**src/rtl/proc_ctrl_fsm.sv**
```systemverilog
// ============================================================================
// proc_ctrl_fsm
// ----------------------------------------------------------------------------
// Controller state machine for the simple bus-based processor. Instructions
// are accepted over a valid/ready handshake, latched into an internal
// instruction register (IR), and sequenced through FETCH, DECODE and one of
// the execute flows (LOAD, MOVE, ADD/XOR). The bus-source and
// register-enable vectors are one-hot and decode only from the state
// register and IR.
//
// Parameters:
//   NREG : number of general registers (power of two, 2..16)
//   RAW  : register-field width, derived from NREG
//   IW   : instruction width, derived (2-bit opcode + Rx + Ry)
//
// Ports:
//   clock       in   rising-edge clock
//   resetn      in   asynchronous, active-low reset
//   instr       in   instruction {opcode, Rx, Ry}
//   instr_valid in   instr is valid
//   instr_ready out  controller is in FETCH and can accept an instruction
//   din_valid   in   load data on DIN is valid
//   din_ready   out  controller is sampling DIN onto the bus
//   rout        out  one-hot bus source: R0..R(NREG-1), G, DIN
//   ren         out  one-hot register enable: R0..R(NREG-1), A, G
//   alu_xor     out  ALU op select (0 = ADD, 1 = XOR)
//   increment   out  one-cycle PC-increment pulse
//   done        out  one-cycle instruction-complete pulse
//
// Configuration macro:
//   PROC_CTRL_DIN_HS_EN : when defined, the LOAD execute state waits for
//                         din_valid. When undefined, it lasts exactly one
//                         cycle and din_valid is ignored.
// ============================================================================
module proc_ctrl_fsm #(
    parameter int NREG = 8,
    parameter int RAW  = $clog2(NREG),
    parameter int IW   = 2 + 2*RAW
) (
    input  logic            clock,
    input  logic            resetn,
    input  logic [IW-1:0]   instr,
    input  logic            instr_valid,
    output logic            instr_ready,
    input  logic            din_valid,
    output logic            din_ready,
    output logic [NREG+1:0] rout,
    output logic [NREG+1:0] ren,
    output logic            alu_xor,
    output logic            increment,
    output logic            done
);

    localparam logic [2:0] S_FETCH    = 3'd0;
    localparam logic [2:0] S_DECODE   = 3'd1;
    localparam logic [2:0] S_EXEC_L   = 3'd2;
    localparam logic [2:0] S_EXEC_M   = 3'd3;
    localparam logic [2:0] S_EXEC_AX1 = 3'd4;
    localparam logic [2:0] S_EXEC_AX2 = 3'd5;
    localparam logic [2:0] S_EXEC_AX3 = 3'd6;

    localparam logic [1:0] OP_LOAD = 2'b00;
    localparam logic [1:0] OP_MOVE = 2'b01;

    logic [2:0]     state;
    logic [2:0]     state_next;
    logic [IW-1:0]  ir;
    logic [1:0]     opcode;
    logic [RAW-1:0] rx;
    logic [RAW-1:0] ry;
    logic           fetch_hs;
    logic           load_complete;

    assign opcode   = ir[IW-1:IW-2];
    assign rx       = ir[2*RAW-1:RAW];
    assign ry       = ir[RAW-1:0];
    assign fetch_hs = instr_valid && (state == S_FETCH);

`ifdef PROC_CTRL_DIN_HS_EN
    // The LOAD execute state finishes only once the data source says DIN is
    // valid; until then the bus source and enable stay held.
    assign load_complete = din_valid;
`else
    // Without the DIN handshake the data is assumed present immediately, so
    // the LOAD execute state always finishes in its first cycle.
    logic unused_din_valid;
    assign unused_din_valid = din_valid;
    assign load_complete    = 1'b1;
`endif

    // State register. Reset drops straight back to FETCH, which aborts any
    // instruction in flight; since every output decodes from this register,
    // the enables disappear the moment reset is asserted.
    always_ff @(posedge clock or negedge resetn) begin
        if (!resetn) begin
            state <= S_FETCH;
        end else begin
            state <= state_next;
        end
    end

    // Instruction register. It only captures on the FETCH handshake, so
    // whatever sits on instr during the execute states is ignored.
    always_ff @(posedge clock or negedge resetn) begin
        if (!resetn) begin
            ir <= '0;
        end else if (fetch_hs) begin
            ir <= instr;
        end
    end

    // Next-state logic. ADD and XOR share the three-step A/G flow; they
    // differ only in the ALU select driven during the second step. The
    // spare encoding falls through to FETCH so a corrupted state recovers
    // on the next clock.
    always_comb begin
        state_next = S_FETCH;
        case (state)
            S_FETCH: begin
                state_next = fetch_hs ? S_DECODE : S_FETCH;
            end
            S_DECODE: begin
                if (opcode == OP_LOAD) begin
                    state_next = S_EXEC_L;
                end else if (opcode == OP_MOVE) begin
                    state_next = S_EXEC_M;
                end else begin
                    state_next = S_EXEC_AX1;
                end
            end
            S_EXEC_L: begin
                state_next = load_complete ? S_FETCH : S_EXEC_L;
            end
            S_EXEC_M: begin
                state_next = S_FETCH;
            end
            S_EXEC_AX1: begin
                state_next = S_EXEC_AX2;
            end
            S_EXEC_AX2: begin
                state_next = S_EXEC_AX3;
            end
            S_EXEC_AX3: begin
                state_next = S_FETCH;
            end
            default: begin
                state_next = S_FETCH;
            end
        endcase
    end

    // Output decode. Everything except done depends only on state and IR.
    // done in the LOAD state is the single output that follows an input
    // (din_valid) within the same cycle. Each state sets at most one rout
    // bit and at most one ren bit, which keeps both vectors one-hot.
    always_comb begin
        rout        = '0;
        ren         = '0;
        alu_xor     = 1'b0;
        increment   = 1'b0;
        done        = 1'b0;
        din_ready   = 1'b0;
        instr_ready = 1'b0;
        case (state)
            S_FETCH: begin
                instr_ready = 1'b1;
            end
            S_DECODE: begin
                increment = 1'b1;
            end
            S_EXEC_L: begin
                rout[NREG+1] = 1'b1;
                ren[rx]      = 1'b1;
                din_ready    = 1'b1;
                done         = load_complete;
            end
            S_EXEC_M: begin
                rout[ry] = 1'b1;
                ren[rx]  = 1'b1;
                done     = 1'b1;
            end
            S_EXEC_AX1: begin
                rout[rx]  = 1'b1;
                ren[NREG] = 1'b1;
            end
            S_EXEC_AX2: begin
                rout[ry]    = 1'b1;
                ren[NREG+1] = 1'b1;
                alu_xor     = opcode[0];
            end
            S_EXEC_AX3: begin
                rout[NREG] = 1'b1;
                ren[rx]    = 1'b1;
                done       = 1'b1;
            end
            default: begin
                rout = '0;
            end
        endcase
    end

endmodule

```
**config.mk**
```make
export PLATFORM = sky130hd
export DESIGN_NAME = proc_ctrl_fsm
export DESIGN_NICKNAME = d
export VERILOG_FILES = /design/src/rtl/proc_ctrl_fsm.sv
export SDC_FILE = /design/constraint.sdc
export NUM_CORES = 1
export LEC_CHECK = 0
export ABC_AREA = 1
export CORE_AREA = 2 2 78 43
export DETAILED_ROUTE_END_ITERATION = 6
export DIE_AREA = 0 0 80 45
export PLACE_DENSITY = 0.61
export SYNTH_ARGS = -nofsm -noshare
export SYNTH_HDL_FRONTEND = slang
export SYNTH_SLANG_ARGS = --single-unit
```
**constraint.sdc**
```tcl
create_clock -name clock -period 1.1 [get_ports clock]
set_clock_uncertainty 0.1 [all_clocks]
set_input_delay 0.11 -clock clock [delete_from_list [all_inputs] [get_ports clock]]
set_output_delay 0.11 -clock clock [all_outputs]
set_load 0.005 [all_outputs]
```
==> reports/metrics.yaml <==
placed_design:
  portBuffers: 35
  placed_cell_area_mm2: 0.001336
  dp_slack_ns: -0.6198
  detailed_place_hpwl_mm: 2.022
  place_inst: 215
  gp_congestion: 0.8856
synth:
  synth_fa_ha_area_frac: 0
  synthTopCellsByArea: "dfrtp_1 33%, nand2_1 23%, nor2_1 7.7%"
  synth_seq_cells: 11
  synth.area.mux_share: 0
  synth_simple_gate_area_frac: 0.5353
  postSynthAreaPerCell_um2: 6.552
  synth_cell_types: 20
  synth_edf_count: 0
  post-synth-top-area-cell: "dfrtp_1"
  synthFlopType: "dfrtp_1"
  synth_compound_gate_area_share: 0.01955
  synth_cells: 127
  async_flop_share: 1.000
  synth_top_family_by_area: "simple AND/OR/NAND/NOR gates"
  synth-warning-count: 0
  syn_nets: 139
  synth_seq_area_share: 0.3308
  synth_area_um2: 832.0
  synth-xor-area-share: 0
  synth_top_area_frac: 0.3308
global_routing:
  grt_usage: 0.1841
  antenna_found_initial: 0
  gr-total-overflow: 0
  grt_max_degree: 12
  grt_first_pass_wirelength_mm: 4.995
  grt_pass1_vias: 1031
layout:
  drive_gt1_frac: 0.5517
  postLayoutCellArea_mm2: 0.001703
  syn2layout_area_growth_pct: 104.7
  num_antenna_cells: 0
  final_cell_mix: "38 x nand2_1, 26 x buf_6, 22 x buf_4, 17 x buf_2, 13 x nor2_1"
  final_cells: 243
  nets: 216
  final_common_cell: "nand2_1"
routing:
  drt_pass1_iterations: 4
  vias: 1158
  ant_nets: 0
  vias_per_cell: 4.765
  post_drt_wl_per_cell_um: 13.95
  finalWirelength_mm: 3.389
  drt_iter0_drc: 87
  drc_errors: 0
run_status:
  outcome: "finished, violations left"
  failed_checks: "setup timing"
min_path:
  min_path_type: "in2async"
clocking:
  clk_pin_slew_ns: 0.06
  numCtsBuffers: 3
  max-clock-path-buffers: 2
  clock_latency_ns: 0.24
  htreeDepth: 1
  ctsRootBufferMaster: "clkbuf_8"
  hold_buffers: 0
  cts_tree: "built"
  clkSinkCount: 11
sta:
  final_hold_viol_count: 0
  finalWorstSetupSlack_ns: -0.5400
  tightest_slew_ns: 0.3299
  slew_violations: 0
  slew_headroom: 0.7794
  max_freq_mhz: 609.8
  fin_crit_sh: 1.491
  period_minus_slack_ns: 1.640
  rsz0062_at_grt: "yes"
  setup_tns_ns: -14.92
  setup_viol_count_final: 36
power:
  power_w: 0.004504
  cellPowerDensity_mw_per_mm2: 2645
  irDropWorstVdd_v: 0.0009646
  leakage_nw: 0.8950
worst_setup_path:
  critPathRequiredTime_ns: 0.89
  r2r-start: "state[1]$_DFF_PN0_"
  critPathArrivalTime_ns: 1.43
  critical_path_class: "reg2out"
  reg2reg_slack_ns: -0.38
  critical_path_peak_fanout: 6
  reg2regPathDepth: 6
  start_kind: "flip-flop"
  rr_endpoint: "ir[1]$_DFFE_PN0P_"
  cp-end-kind: "primary output"
run:
  cap_violations: 0
floorplan:
  core_mm2: 0.002873
  die_w_um: 80
  die_h_um: 45
  io_pins: 37
  start_util: 0.2896
  placementRows: 14
  dieArea_mm2: 0.003600
[metal layers]
metal,wire (um),global-route usage,vias to the layer above,share of wire
met2,1627,0.2967,46,0.48
met4,62,0.04068,0,0.018
li1,-,-,555,-
met5,0,0,-,0
met3,202,0.03200,8,0.060
met1,1496,0.2630,549,0.44
[sequential cells by signal (all words and copies together) (netlist names)]
name / count
ir: 8
state: 3
[layout make-up]
class,instances,area [um^2]
clock buffers,3,41.29
repair buffers,75,643.1
multi-input cells,100,630.6
well taps,40,50.05
flip-flops and latches,11,279.0
clock inverters,1,5.005
fillers,236,1170
inverters,13,53.80
[worst max-delay path by stage]
stage	start	end	slack (ns)	cells past startpoint
after detailed placement	state[1]$_DFF_PN0_	rout[5]	-0.62	4
final	state[0]$_DFF_PN0_	rout[1]	-0.54	6
after global placement	state[1]$_DFF_PN0_	rout[3]	-0.57	4
after global routing	state[1]$_DFF_PN0_	rout[5]	-0.63	8
after CTS	state[1]$_DFF_PN0_	rout[3]	-0.52	8
after floorplan	state[1]$_DFF_PN0_	rout[0]	-0.07	4
[power by group]
group          internal, W  switching, W
clock             0.000250      0.000167
combinational      0.00162       0.00153
sequential        0.000604      0.000334
total              0.00248       0.00203
[kinds of logic after synthesis]
group / Yosys count
AOI/OAI and AO/OA: 3
DFF: 11
buffers and inverters: 18
and+or+nand+nor: 95
[through the flow]
stage	hold slack, ns	utilization
after floorplan	-0.2856	-
final	0.06418	0.5928
after CTS	0.06846	0.5601
after global placement	0.3247	0.4652
after global routing	0.1021	0.5928
after detailed placement	0.3305	0.4652
[synth_stat cells (2+ instances only)]
| cell type | n |
|---|---|
| and2_1 | 7 |
| buf_4 | 2 |
| buf_6 | 2 |
| dfrtp_1 | 11 |
| inv_1 | 10 |
| inv_4 | 2 |
| nand2_1 | 50 |
| nand2_2 | 2 |
| nand3_1 | 2 |
| nand4_1 | 9 |
| nor2_1 | 17 |
| nor3_1 | 5 |
[timing repair]
item	4_1_cts	5_1_grt
pin swaps	17	11
endpoints found under the hold margin	0	0
setup endpoints to repair	36	36
buffers inserted	21	7
cloned	2	0
gates resized for setup	146	26
[critical path: stages (launching register included)]
cell     delay, ns
dfrtp_2       0.53
nand3_4       0.15
nand2_4       0.10
buf_4         0.11
nand2_1       0.07
nand2_1       0.10
buf_2         0.13
No activity file was read; power rests on OpenSTA's default activity.
